$ cat config.mk
export PLATFORM = sky130hd
export DESIGN_NAME = ad9764_dds_tx
export DESIGN_NICKNAME = d
export VERILOG_FILES = /design/src/rtl/dds_pkg.sv /design/src/rtl/sine_quarter_rom.sv /design/src/rtl/ad9764_dds_tx.sv
export SDC_FILE = /design/constraint.sdc
export NUM_CORES = 1
export LEC_CHECK = 0
export CAP_MARGIN = 20
export CORE_MARGIN = 8
export CORE_UTILIZATION = 40
export DETAILED_ROUTE_END_ITERATION = 8
export PLACE_DENSITY = 0.62
export REMOVE_ABC_BUFFERS = 1
export SKIP_CTS_REPAIR_TIMING = 1
export SLEW_MARGIN = 20
export SYNTH_ARGS = -nofsm -noshare
export SYNTH_HDL_FRONTEND = slang
export SYNTH_HIERARCHICAL = 1
export SYNTH_SLANG_ARGS = --single-unit
$ cat constraint.sdc
create_clock -name CLK -period 7.3 [get_ports CLK]
set_clock_uncertainty 0.1 [all_clocks]
set_input_delay 0.73 -clock CLK [delete_from_list [all_inputs] [get_ports CLK]]
set_output_delay 0.73 -clock CLK [all_outputs]
set_load 0.005 [all_outputs]
$ cat src/rtl/dds_pkg.sv
// Shared definitions for the AD9764 DDS transmitter: default widths, DAC code constants, FSM encoding.
// No logic of its own; the sine helper is evaluated only at elaboration to build the ROM contents.
// No flow control.
package dds_pkg;

    localparam int DDS_PHASE_W = 32;
    localparam int DDS_LUT_AW  = 8;
    localparam int DDS_DAC_W   = 14;
    localparam int DDS_AMP_W   = 8;
    localparam int DDS_BURST_W = 16;

    // Inverted offset binary code for 0 V out of the DAC
    localparam logic [13:0] DAC_MID_INV = 14'h1FFF;

    // Cycles spent flushing the sample pipeline after the last sample enters it
    localparam int DRAIN_CYCLES = 4;

    typedef enum logic [1:0] {
        IDLE  = 2'd0,
        RUN   = 2'd1,
        DRAIN = 2'd2
    } dds_state_t;

    // Quarter-wave entry idx: round((2^mag_w - 1) * sin(pi/2 * idx / 2^aw))
    function automatic int sine_entry(input int idx, input int aw, input int mag_w);
        real ang;
        real full;
        ang  = 1.5707963267948966 * real'(idx) / real'(2 ** aw);
        full = real'((2 ** mag_w) - 1) * $sin(ang);
        return $rtoi(full + 0.5);
    endfunction

endpackage

$ cat src/rtl/sine_quarter_rom.sv
// Quarter-wave sine magnitude ROM, contents fixed at elaboration.
// Latency 1 cycle (registered read).
// No flow control; a new address is accepted every cycle.
module sine_quarter_rom
    import dds_pkg::*;
#(
    parameter int AW = DDS_LUT_AW,
    parameter int DW = DDS_DAC_W - 1
) (
    input  logic          CLK,
    input  logic [AW-1:0] addr_i,
    output logic [DW-1:0] mag_o
);

    logic [DW-1:0] rom [0:(2**AW)-1];

    for (genvar i = 0; i < 2**AW; i++) begin : g_rom
        localparam logic [DW-1:0] ENTRY = DW'(sine_entry(i, AW, DW));
        assign rom[i] = ENTRY;
    end

    // Registered table lookup
    always_ff @(posedge CLK) begin
        mag_o <= rom[addr_i];
    end

endmodule

$ cat src/rtl/ad9764_dds_tx.sv
// DDS sine-burst generator driving an AD9764 DAC port (inverted offset binary).
// Latency 4 cycles from phase register to DA_out.
// cfg_ready is always high (shadowed config); samples are never stalled.
module ad9764_dds_tx
    import dds_pkg::*;
#(
    parameter int PHASE_W = DDS_PHASE_W,
    parameter int LUT_AW  = DDS_LUT_AW,
    parameter int DAC_W   = DDS_DAC_W,
    parameter int AMP_W   = DDS_AMP_W,
    parameter int BURST_W = DDS_BURST_W
) (
    input  logic               CLK,
    input  logic               RST_n,
    input  logic               cfg_valid,
    output logic               cfg_ready,
    input  logic [PHASE_W-1:0] cfg_fword,
    input  logic [AMP_W-1:0]   cfg_amp,
    input  logic [BURST_W-1:0] cfg_burst,
    input  logic               start,
    input  logic               stop,
    output logic               busy,
    output logic               done,
    output logic               sample_valid,
    output logic [DAC_W-1:0]   DA_out,
    output logic               DA_CLK
);

    localparam int MAG_W    = DAC_W - 1;
    localparam int PROD_W   = DAC_W + AMP_W + 1;
    localparam int DRAIN_CW = $clog2(DRAIN_CYCLES);
    localparam logic [DAC_W-1:0] MID_CODE  = {1'b0, {(DAC_W-1){1'b1}}};
    localparam logic [DAC_W-1:0] SIGN_CODE = {1'b1, {(DAC_W-1){1'b0}}};

    // Configuration: shadow (written on accept) and active (used by the datapath)
    logic [PHASE_W-1:0] shd_fword_q, act_fword_q;
    logic [AMP_W-1:0]   shd_amp_q,   act_amp_q;
    logic [BURST_W-1:0] shd_burst_q, act_burst_q;

    // Control
    dds_state_t         state_q;
    logic [PHASE_W-1:0] phase_q;
    logic [PHASE_W:0]   phase_sum;
    logic [BURST_W-1:0] cnt_q;
    logic [DRAIN_CW-1:0] drain_q;
    logic               busy_q, done_q;

    // Pipeline
    logic [1:0]         s1_quad_d;
    logic [LUT_AW-1:0]  s1_addr_d;
    logic [LUT_AW-1:0]  s1_addr_q;
    logic               s1_vld_q, s1_neg_q;
    logic [AMP_W-1:0]   s1_amp_q;
    logic [MAG_W-1:0]   s2_mag;
    logic               s2_vld_q, s2_neg_q;
    logic [AMP_W-1:0]   s2_amp_q;
    logic signed [DAC_W-1:0]  s3_mag_ext, s3_s_d;
    logic signed [PROD_W-1:0] s3_s_ext, s3_amp_ext, s3_prod;
    logic [DAC_W-1:0]   s3_p_d, s3_p_q;
    logic               s3_vld_q;
    logic [DAC_W-1:0]   s4_da_q;
    logic               s4_vld_q;

    assign cfg_ready = 1'b1;
    assign DA_CLK    = CLK;
    assign phase_sum = {1'b0, phase_q} + {1'b0, act_fword_q};

    // Capture every accepted configuration into the shadow register
    always_ff @(posedge CLK or negedge RST_n) begin
        if (!RST_n) begin
            shd_fword_q <= '0;
            shd_amp_q   <= '0;
            shd_burst_q <= '0;
        end else if (cfg_valid && cfg_ready) begin
            shd_fword_q <= cfg_fword;
            shd_amp_q   <= cfg_amp;
            shd_burst_q <= cfg_burst;
        end
    end

    // Burst FSM, phase accumulator, burst/drain counters and shadow->active promotion
    always_ff @(posedge CLK or negedge RST_n) begin
        if (!RST_n) begin
            state_q     <= IDLE;
            phase_q     <= '0;
            cnt_q       <= '0;
            drain_q     <= '0;
            busy_q      <= 1'b0;
            done_q      <= 1'b0;
            act_fword_q <= '0;
            act_amp_q   <= '0;
            act_burst_q <= '0;
        end else begin
            done_q <= 1'b0;
            unique case (state_q)
                IDLE: begin
                    act_fword_q <= shd_fword_q;
                    act_amp_q   <= shd_amp_q;
                    act_burst_q <= shd_burst_q;
                    // stop in the same cycle cancels the start
                    if (start && !stop) begin
                        state_q <= RUN;
                        busy_q  <= 1'b1;
                        phase_q <= '0;
                        cnt_q   <= act_burst_q;
                    end
                end
                RUN: begin
                    phase_q <= phase_sum[PHASE_W-1:0];
                    // Promote new config only at the accumulator wrap so the phase stays continuous
                    if (phase_sum[PHASE_W]) begin
                        act_fword_q <= shd_fword_q;
                        act_amp_q   <= shd_amp_q;
                        act_burst_q <= shd_burst_q;
                    end
                    // A zero count means continuous: never decremented
                    if (cnt_q != '0) begin
                        cnt_q <= cnt_q - BURST_W'(1);
                    end
                    if (stop || (cnt_q == BURST_W'(1))) begin
                        state_q <= DRAIN;
                        drain_q <= DRAIN_CW'(DRAIN_CYCLES - 1);
                    end
                end
                DRAIN: begin
                    if (drain_q == '0) begin
                        state_q <= IDLE;
                        busy_q  <= 1'b0;
                        done_q  <= 1'b1;
                    end else begin
                        drain_q <= drain_q - DRAIN_CW'(1);
                    end
                end
                default: begin
                    state_q <= IDLE;
                    busy_q  <= 1'b0;
                end
            endcase
        end
    end

    // S1 address fold: odd quadrants read the quarter table backwards
    always_comb begin
        s1_quad_d = phase_q[PHASE_W-1 -: 2];
        s1_addr_d = phase_q[PHASE_W-3 -: LUT_AW];
        if (s1_quad_d[0]) begin
            s1_addr_d = ~s1_addr_d;
        end
    end

    // S1 register; amplitude travels with its sample so a mid-burst change never splits one
    always_ff @(posedge CLK or negedge RST_n) begin
        if (!RST_n) begin
            s1_vld_q  <= 1'b0;
            s1_neg_q  <= 1'b0;
            s1_addr_q <= '0;
            s1_amp_q  <= '0;
        end else begin
            s1_vld_q  <= (state_q == RUN);
            s1_neg_q  <= s1_quad_d[1];
            s1_addr_q <= s1_addr_d;
            s1_amp_q  <= act_amp_q;
        end
    end

    // S2 magnitude lookup
    sine_quarter_rom #(
        .AW (LUT_AW),
        .DW (MAG_W)
    ) u_rom (
        .CLK    (CLK),
        .addr_i (s1_addr_q),
        .mag_o  (s2_mag)
    );

    // S2 side-band alignment with the ROM output
    always_ff @(posedge CLK or negedge RST_n) begin
        if (!RST_n) begin
            s2_vld_q <= 1'b0;
            s2_neg_q <= 1'b0;
            s2_amp_q <= '0;
        end else begin
            s2_vld_q <= s1_vld_q;
            s2_neg_q <= s1_neg_q;
            s2_amp_q <= s1_amp_q;
        end
    end

    // S3 sign restore and amplitude scale; arithmetic shift rounds toward minus infinity
    always_comb begin
        s3_mag_ext = {1'b0, s2_mag};
        s3_s_d     = s2_neg_q ? -s3_mag_ext : s3_mag_ext;
        s3_s_ext   = {{(PROD_W-DAC_W){s3_s_d[DAC_W-1]}}, s3_s_d};
        s3_amp_ext = {{(PROD_W-AMP_W){1'b0}}, s2_amp_q};
        s3_prod    = s3_s_ext * s3_amp_ext;
        s3_p_d     = DAC_W'(s3_prod >>> AMP_W);
    end

    // S3 register
    always_ff @(posedge CLK or negedge RST_n) begin
        if (!RST_n) begin
            s3_vld_q <= 1'b0;
            s3_p_q   <= '0;
        end else begin
            s3_vld_q <= s2_vld_q;
            s3_p_q   <= s3_p_d;
        end
    end

    // S4 two's complement -> inverted offset binary, parked at midscale when idle
    always_ff @(posedge CLK or negedge RST_n) begin
        if (!RST_n) begin
            s4_vld_q <= 1'b0;
            s4_da_q  <= MID_CODE;
        end else begin
            s4_vld_q <= s3_vld_q;
            s4_da_q  <= s3_vld_q ? ~(s3_p_q ^ SIGN_CODE) : MID_CODE;
        end
    end

    assign busy         = busy_q;
    assign done         = done_q;
    assign sample_valid = s4_vld_q;
    assign DA_out       = s4_da_q;

endmodule

==> flow_summary_export.csv <==
group,metric,value,unit
routing,first_iter_violations,1248,
finish,fill_cells,4257,
worst_setup_path,cp_cell_sequence,"nor4_1 -> nand2_1 -> or3_1 -> o31a_1 -> nand2_1 -> inv_1 -> fa_1 -> inv_1 -> fa_1 -> inv_1 -> fa_1 -> inv_1 -> fa_1 -> inv_1 -> ha_1 -> nand2_1 -> o21ai_0 -> nand2_1 -> a41oi_1 -> a21oi_1 -> mux2i_1 -> a221o_1",
global_route,grt_pass1_vias,14300,
worst_setup_path,cp.depth,22,
flow_run,drv_cap,0,
clocking,clk_pin_slew,60,ps
finish,post-route-cell-area,20000,µm²
global_route,grt_max_degree,155,
sta,fin_setup_tns,0,ps
yosys,postSynthAreaPerCell,9.66,µm²
yosys,syn_inst,1860,
sta,maxSlewViolCount,0,
yosys,synth_top_area_share,0.294,
run_status,status,"finished clean",
worst_setup_path,critical_path.max_stage_delay,760,ps
sta,rsz0062_at_grt,"no",
finish,utilization,0.450,
worst_setup_path,critPathKind,"reg -> reg",
worst_setup_path,rr_startpoint,"u_rom/mag_o[2]",
worst_setup_path,critPathTopFamily,"adder cells",
yosys,synth_cell_types,103,
sta,min_period,6220,ps
placement,place.gp.congestion,0.992,
clocking,insertion_delay,680,ps
min_path,hold_path.class,"reg -> reg",
routing,routed_wl,46300,µm
sta,tightest_slew,920,ps
sta,slew_headroom,0.383,
worst_setup_path,worstPathArrival,6670,ps
placement,io_buffer_count,78,
worst_setup_path,cpMostUsedCell,"inv_1",
routing,wl_per_cell,18.6,µm
floorplan,dieArea,51900,µm²
floorplan,io_pins,80,
placement,dpl-instance-area,18900,µm²
floorplan,initial_core_util,0.405,
floorplan,core,44300,µm²
finish,nets,2113,
finish,synthToLayoutAreaGrowth,11.1,%
worst_setup_path,reg2reg_depth,22,
worst_setup_path,cp_max_fo,8,
global_route,antenna_found_initial,0,
finish,drive_gt1_frac,0.124,
sta,fmax,161,MHz
worst_setup_path,worst_path_max_delay_cell,"fa_1",
yosys,synth-edff-count,0,
routing,postRouteAntennaNets,0,
yosys,async_flop_share,0.945,
clocking,cts_tree,"built",
worst_setup_path,end_kind,"flop",
placement,hpwl,32100,µm
sta,fin_crit_sh,0.852,
routing,dr.pass1.iters,8,
yosys,ys_ff_latch,237,
worst_setup_path,worstSetupEndpoint,"s3_p_q[13]",
global_route,grt_overflow,0,
worst_setup_path,timing.rr.end,"s3_p_q[13]",
worst_setup_path,worstSetupStartpoint,"u_rom/mag_o[2]",
worst_setup_path,cp_data_required_time,7750,ps
finish,final_cell_mix,"dfrtp_1, nand2_1, inv_1, o21ai_0, a21oi_1",
yosys,synth_flop_cell,"dfrtp_1",
yosys,synth.yosys.seq_area_share,0.327,
floorplan,die_h,228,µm
sta,finalSetupViolCount,0,
yosys,ys_warn_count,6,
finish,diodes,0,
yosys,synth_area_leaders,"dfrtp_1, fa_1, ha_1",
worst_setup_path,cp_num_buf_inv,5,
yosys,yosysTopAreaCell,"dfrtp_1",
finish,final_common_cell,"dfrtp_1",
worst_setup_path,start_kind,"flop",
worst_setup_path,ff2ff_setup_slack,1080,ps
global_route,grt_pass1_wl,76300,µm
routing,drc,0,
floorplan,fp-row-count,77,
floorplan,die_width,228,µm
sta,hold_violations,0,
routing,viasPerCell,5.66,
global_route,grt_use_total,0.175,
yosys,syn_area,18000,µm²
routing,vias,14000,
==> flip-flops by register name (all words and copies together), names as in the netlist, 2 cells and up <==
register,flops
shd_amp_q,8
act_burst_q,16
drain_q,2
cnt_q,16
s3_p_q,14
phase_q,32
shd_burst_q,16
DA_out,14
state_q,2
u_rom/mag_o,13
shd_fword_q,32
s2_amp_q,8
act_amp_q,8
s1_amp_q,8
s1_addr_q,8
act_fword_q,32
==> through the flow <==
stage                     worst slack [ps]  cells  hold slack, ps
after floorplan                       1590   1742             231
after global placement                1220   2428             231
after detailed placement              1090   2428             236
after CTS                             1030   2480           -82.9
after global routing                   637   2481             250
final                                 1080   2481             248
==> worst min-delay path by stage <==
| stage | slack [ps] | startpoint | cells after the start | endpoint |
|---|---|---|---|---|
| 2_1_floorplan | 230 | s1_amp_q[0] | 0 | s2_amp_q[0] |
| 3_3_place_gp | 230 | s1_amp_q[6] | 0 | s2_amp_q[6] |
| 3_5_place_dp | 240 | s1_amp_q[1] | 0 | s2_amp_q[1] |
| 4_1_cts | -80 | RST_n | 1 | s1_amp_q[1] |
| 5_1_grt | 250 | s1_amp_q[7] | 0 | s2_amp_q[7] |
| 6_report | 250 | s2_vld_q | 0 | s3_vld_q |
==> layer usage <==
layer  track usage  up-vias  part of all wire  wire [µm]
li1              -     6515                 -          -
met3        0.0338      145             0.076       3530
met4        0.0734        0             0.043       2010
met1         0.236     6807              0.44      20400
met5             0        -                 0          0
met2         0.273      580              0.44      20300
==> logic make-up after synthesis <==
group / share of synthesized area
mux: 0.0852
simple gates: 0.144
xor+xnor: 0.0268
other cells: 0.000209
fa+ha+maj: 0.164
compound gates: 0.179
flops: 0.327
buf+inv: 0.0729
==> synth_stat cells, types with 11 or more instances <==
| cell | number |
|---|---|
| a211oi_1 | 26 |
| a21o_1 | 25 |
| a21oi_1 | 99 |
| a221o_1 | 11 |
| a31oi_1 | 24 |
| and2_1 | 74 |
| and3_1 | 12 |
| buf_2 | 25 |
| buf_4 | 12 |
| buf_6 | 13 |
| clkbuf_1 | 53 |
| dfrtp_1 | 211 |
| dfstp_2 | 13 |
| dfxtp_1 | 13 |
| fa_1 | 88 |
| ha_1 | 95 |
| inv_1 | 147 |
| mux2_2 | 72 |
| mux2_4 | 40 |
| nand2_1 | 171 |
| nand2b_1 | 26 |
| nand3_1 | 31 |
| nor2_1 | 95 |
| nor2b_1 | 23 |
| nor3_1 | 31 |
| o211ai_1 | 17 |
| o21a_1 | 11 |
| o21ai_0 | 108 |
| o21ai_1 | 11 |
| xnor2_1 | 31 |
| xor2_1 | 24 |
==> final cells by class <==
class | instances | area (µm²) | area share
clock buffer | 39 | 851 | 0.0426
clock inverter | 14 | 216 | 0.0108
multi-input combinational | 1354 | 10800 | 0.540
tap | 592 | 741 | 0.0371
timing repair buffer | 94 | 913 | 0.0458
sequential | 237 | 5890 | 0.295
inverter | 151 | 567 | 0.0284
Power is not shown: default switching activity piles up to over one toggle a cycle in this logic, so the estimate is an artifact.
==> RTL edit, RTL diff (same flow settings) <==
The package constant `DDS_PHASE_W` goes from 32 to 36.
--- a/src/rtl/dds_pkg.sv
+++ b/src/rtl/dds_pkg.sv
@@ -4,5 +4,5 @@
 package dds_pkg;
 
-    localparam int DDS_PHASE_W = 32;
+    localparam int DDS_PHASE_W = 36;
     localparam int DDS_LUT_AW  = 8;
     localparam int DDS_DAC_W   = 14;
Interface: changed (resized cfg_fword); port bits go from 80 to 84. The function was not compared with the original's and may differ.
==> RTL edit against the original RTL <==
- the run now ends with hold timing left
- sequential cell count up 12
- synthesized area rose by 4.2%
- cell area grew 4.1%
- setup slack lost 0.28 ns
- global-route usage is 1.3 points higher
- wire length increased by 9.8%
- sequential share of layout area is 0.28 points higher
Power is not shown: default switching activity piles up to over one toggle a cycle in this logic, so the estimate is an artifact.
==> RTL edit: results (changes against the original RTL) <==
Nets: 2197 (+4.0%)
Vias: 14630 (+4.2%)
CP Launch Point: u_rom/mag_o[0]$_DFF_P_
Worst Hold Slack: -0.0206 ns (-0.269 ns)
Gp weighted congestion: 0.916 (-7.6%)
Outcome: finished with violations
Routed WL: 50800 microns (+9.8%)
Largest registers: act_fword_q x36, phase_q x36, shd_fword_q x36
Placed cells: 2519 (+3.7%)
Fin. Hold Viols: 8 (+8)
Failing checks: hold timing
Fmax: 154 MHz (-4.3%)
Iter 0 DRT Violations: 1114 (-11%)
DRT Pass-1 Iters: 5 (-3)
Largest net degree at the start of global routing: 103 (-34%)
Synth top cells by count: dfrtp_1 (223), nand2_1 (186), inv_1 (142)
PortBufs: 82 (+5.1%)
Global-route wire length before repair: 82100 microns (+7.5%)
Initial antenna violation count: 1 (+1)
Setup WS pre-CTS: 0.846 ns (-0.239 ns)
FFs w/ async S/R, synth: 0.948 (+0.00264)
Worst Max-Slew Pin Slew: 0.967 ns (+0.0470 ns)
Ranking of synthesized cells by area: dfrtp_1 (30%), fa_1 (9.4%), ha_1 (6.6%)
Arrival time at the worst endpoint: 6.98 ns (+0.31 ns)
Fill cell count: 4391 (+3.1%)
Post-DP HPWL: 35600 microns (+11%)
Share of cells above drive strength 1: 0.126 (+0.00117)
Synthesized area per cell: 9.70 sq um (+0.41%)
Global Route Usage Sum: 0.188 (+0.0125)
Later-pin clock latency in the skew report: 0.71 ns (+0.03 ns)
Area of the multi-input gates: 0.0112 sq mm (+3.8%)
Count of cell types in the netlist: 104 (+0.97%)
Worst reg2reg path depth: 23 (+4.5%)
Vias/cell: 5.68 (+0.39%)
Hold Crit Class: in -> async
Register area share after synthesis: 0.330 (+0.00289)
[RTL edit: cell types whose count changed after synthesis, moves of 10 or more]
| cell | unedited run | this run |
|---|---|---|
| o21ai_0 | 108 | 122 |
| nand3_1 | 31 | 46 |
| nand2_1 | 171 | 186 |
| dfrtp_1 | 211 | 223 |
| clkbuf_1 | 53 | 43 |
| and2_1 | 74 | 61 |
| mux2_2 | 72 | 62 |
| mux2_4 | 40 | 60 |
[RTL edit: per-layer routing]
metal,part of all wire,vias to the layer above,wire [microns],GRT usage
met3,0.066,122,3360,0.0418
li1,-,6783,-,-
met5,0,-,0,0
met4,0.037,0,1890,0.0722
met2,0.47,450,23900,0.310
met1,0.43,7275,21600,0.237
[RTL edit: layout make-up]
type                            instances  area share
Tap cell                              607      0.0366
Inverter                              145      0.0262
Multi-Input combinational cell       1418       0.539
Clock inverter                         17      0.0155
Clock buffer                           39      0.0396
Sequential cell                       249       0.298
Timing Repair Buffer                   99      0.0455
[RTL edit: cell families after synthesis]
logic type	after synthesis	share of synthesized area
simple gates	558	0.147
compound gates	481	0.171
buf+inv	263	0.0723
flops	249	0.330
fa+ha+maj	187	0.160
mux	128	0.0893
xor+xnor	63	0.0295
other cells	1	0.000200
[RTL edit: critical path, cell delays in order, from the launching register on]
cell and delay, ns:
dfxtp_1 0.36, inv_1 0.10, nand2_1 0.07, or4_1 0.46, or3_1 0.43, o31ai_1 0.28, xnor2_1 0.35, nand2_1 0.19
fa_1 0.54, inv_1 0.06, fa_1 0.47, fa_1 0.49, inv_1 0.06, fa_1 0.53, inv_1 0.04, ha_1 0.35
a21o_1 0.17, a21o_1 0.18, a21oi_1 0.16, nand2_1 0.07, o221ai_1 0.30, nor2_1 0.11, a2111oi_2 0.39, xnor2_1 0.16
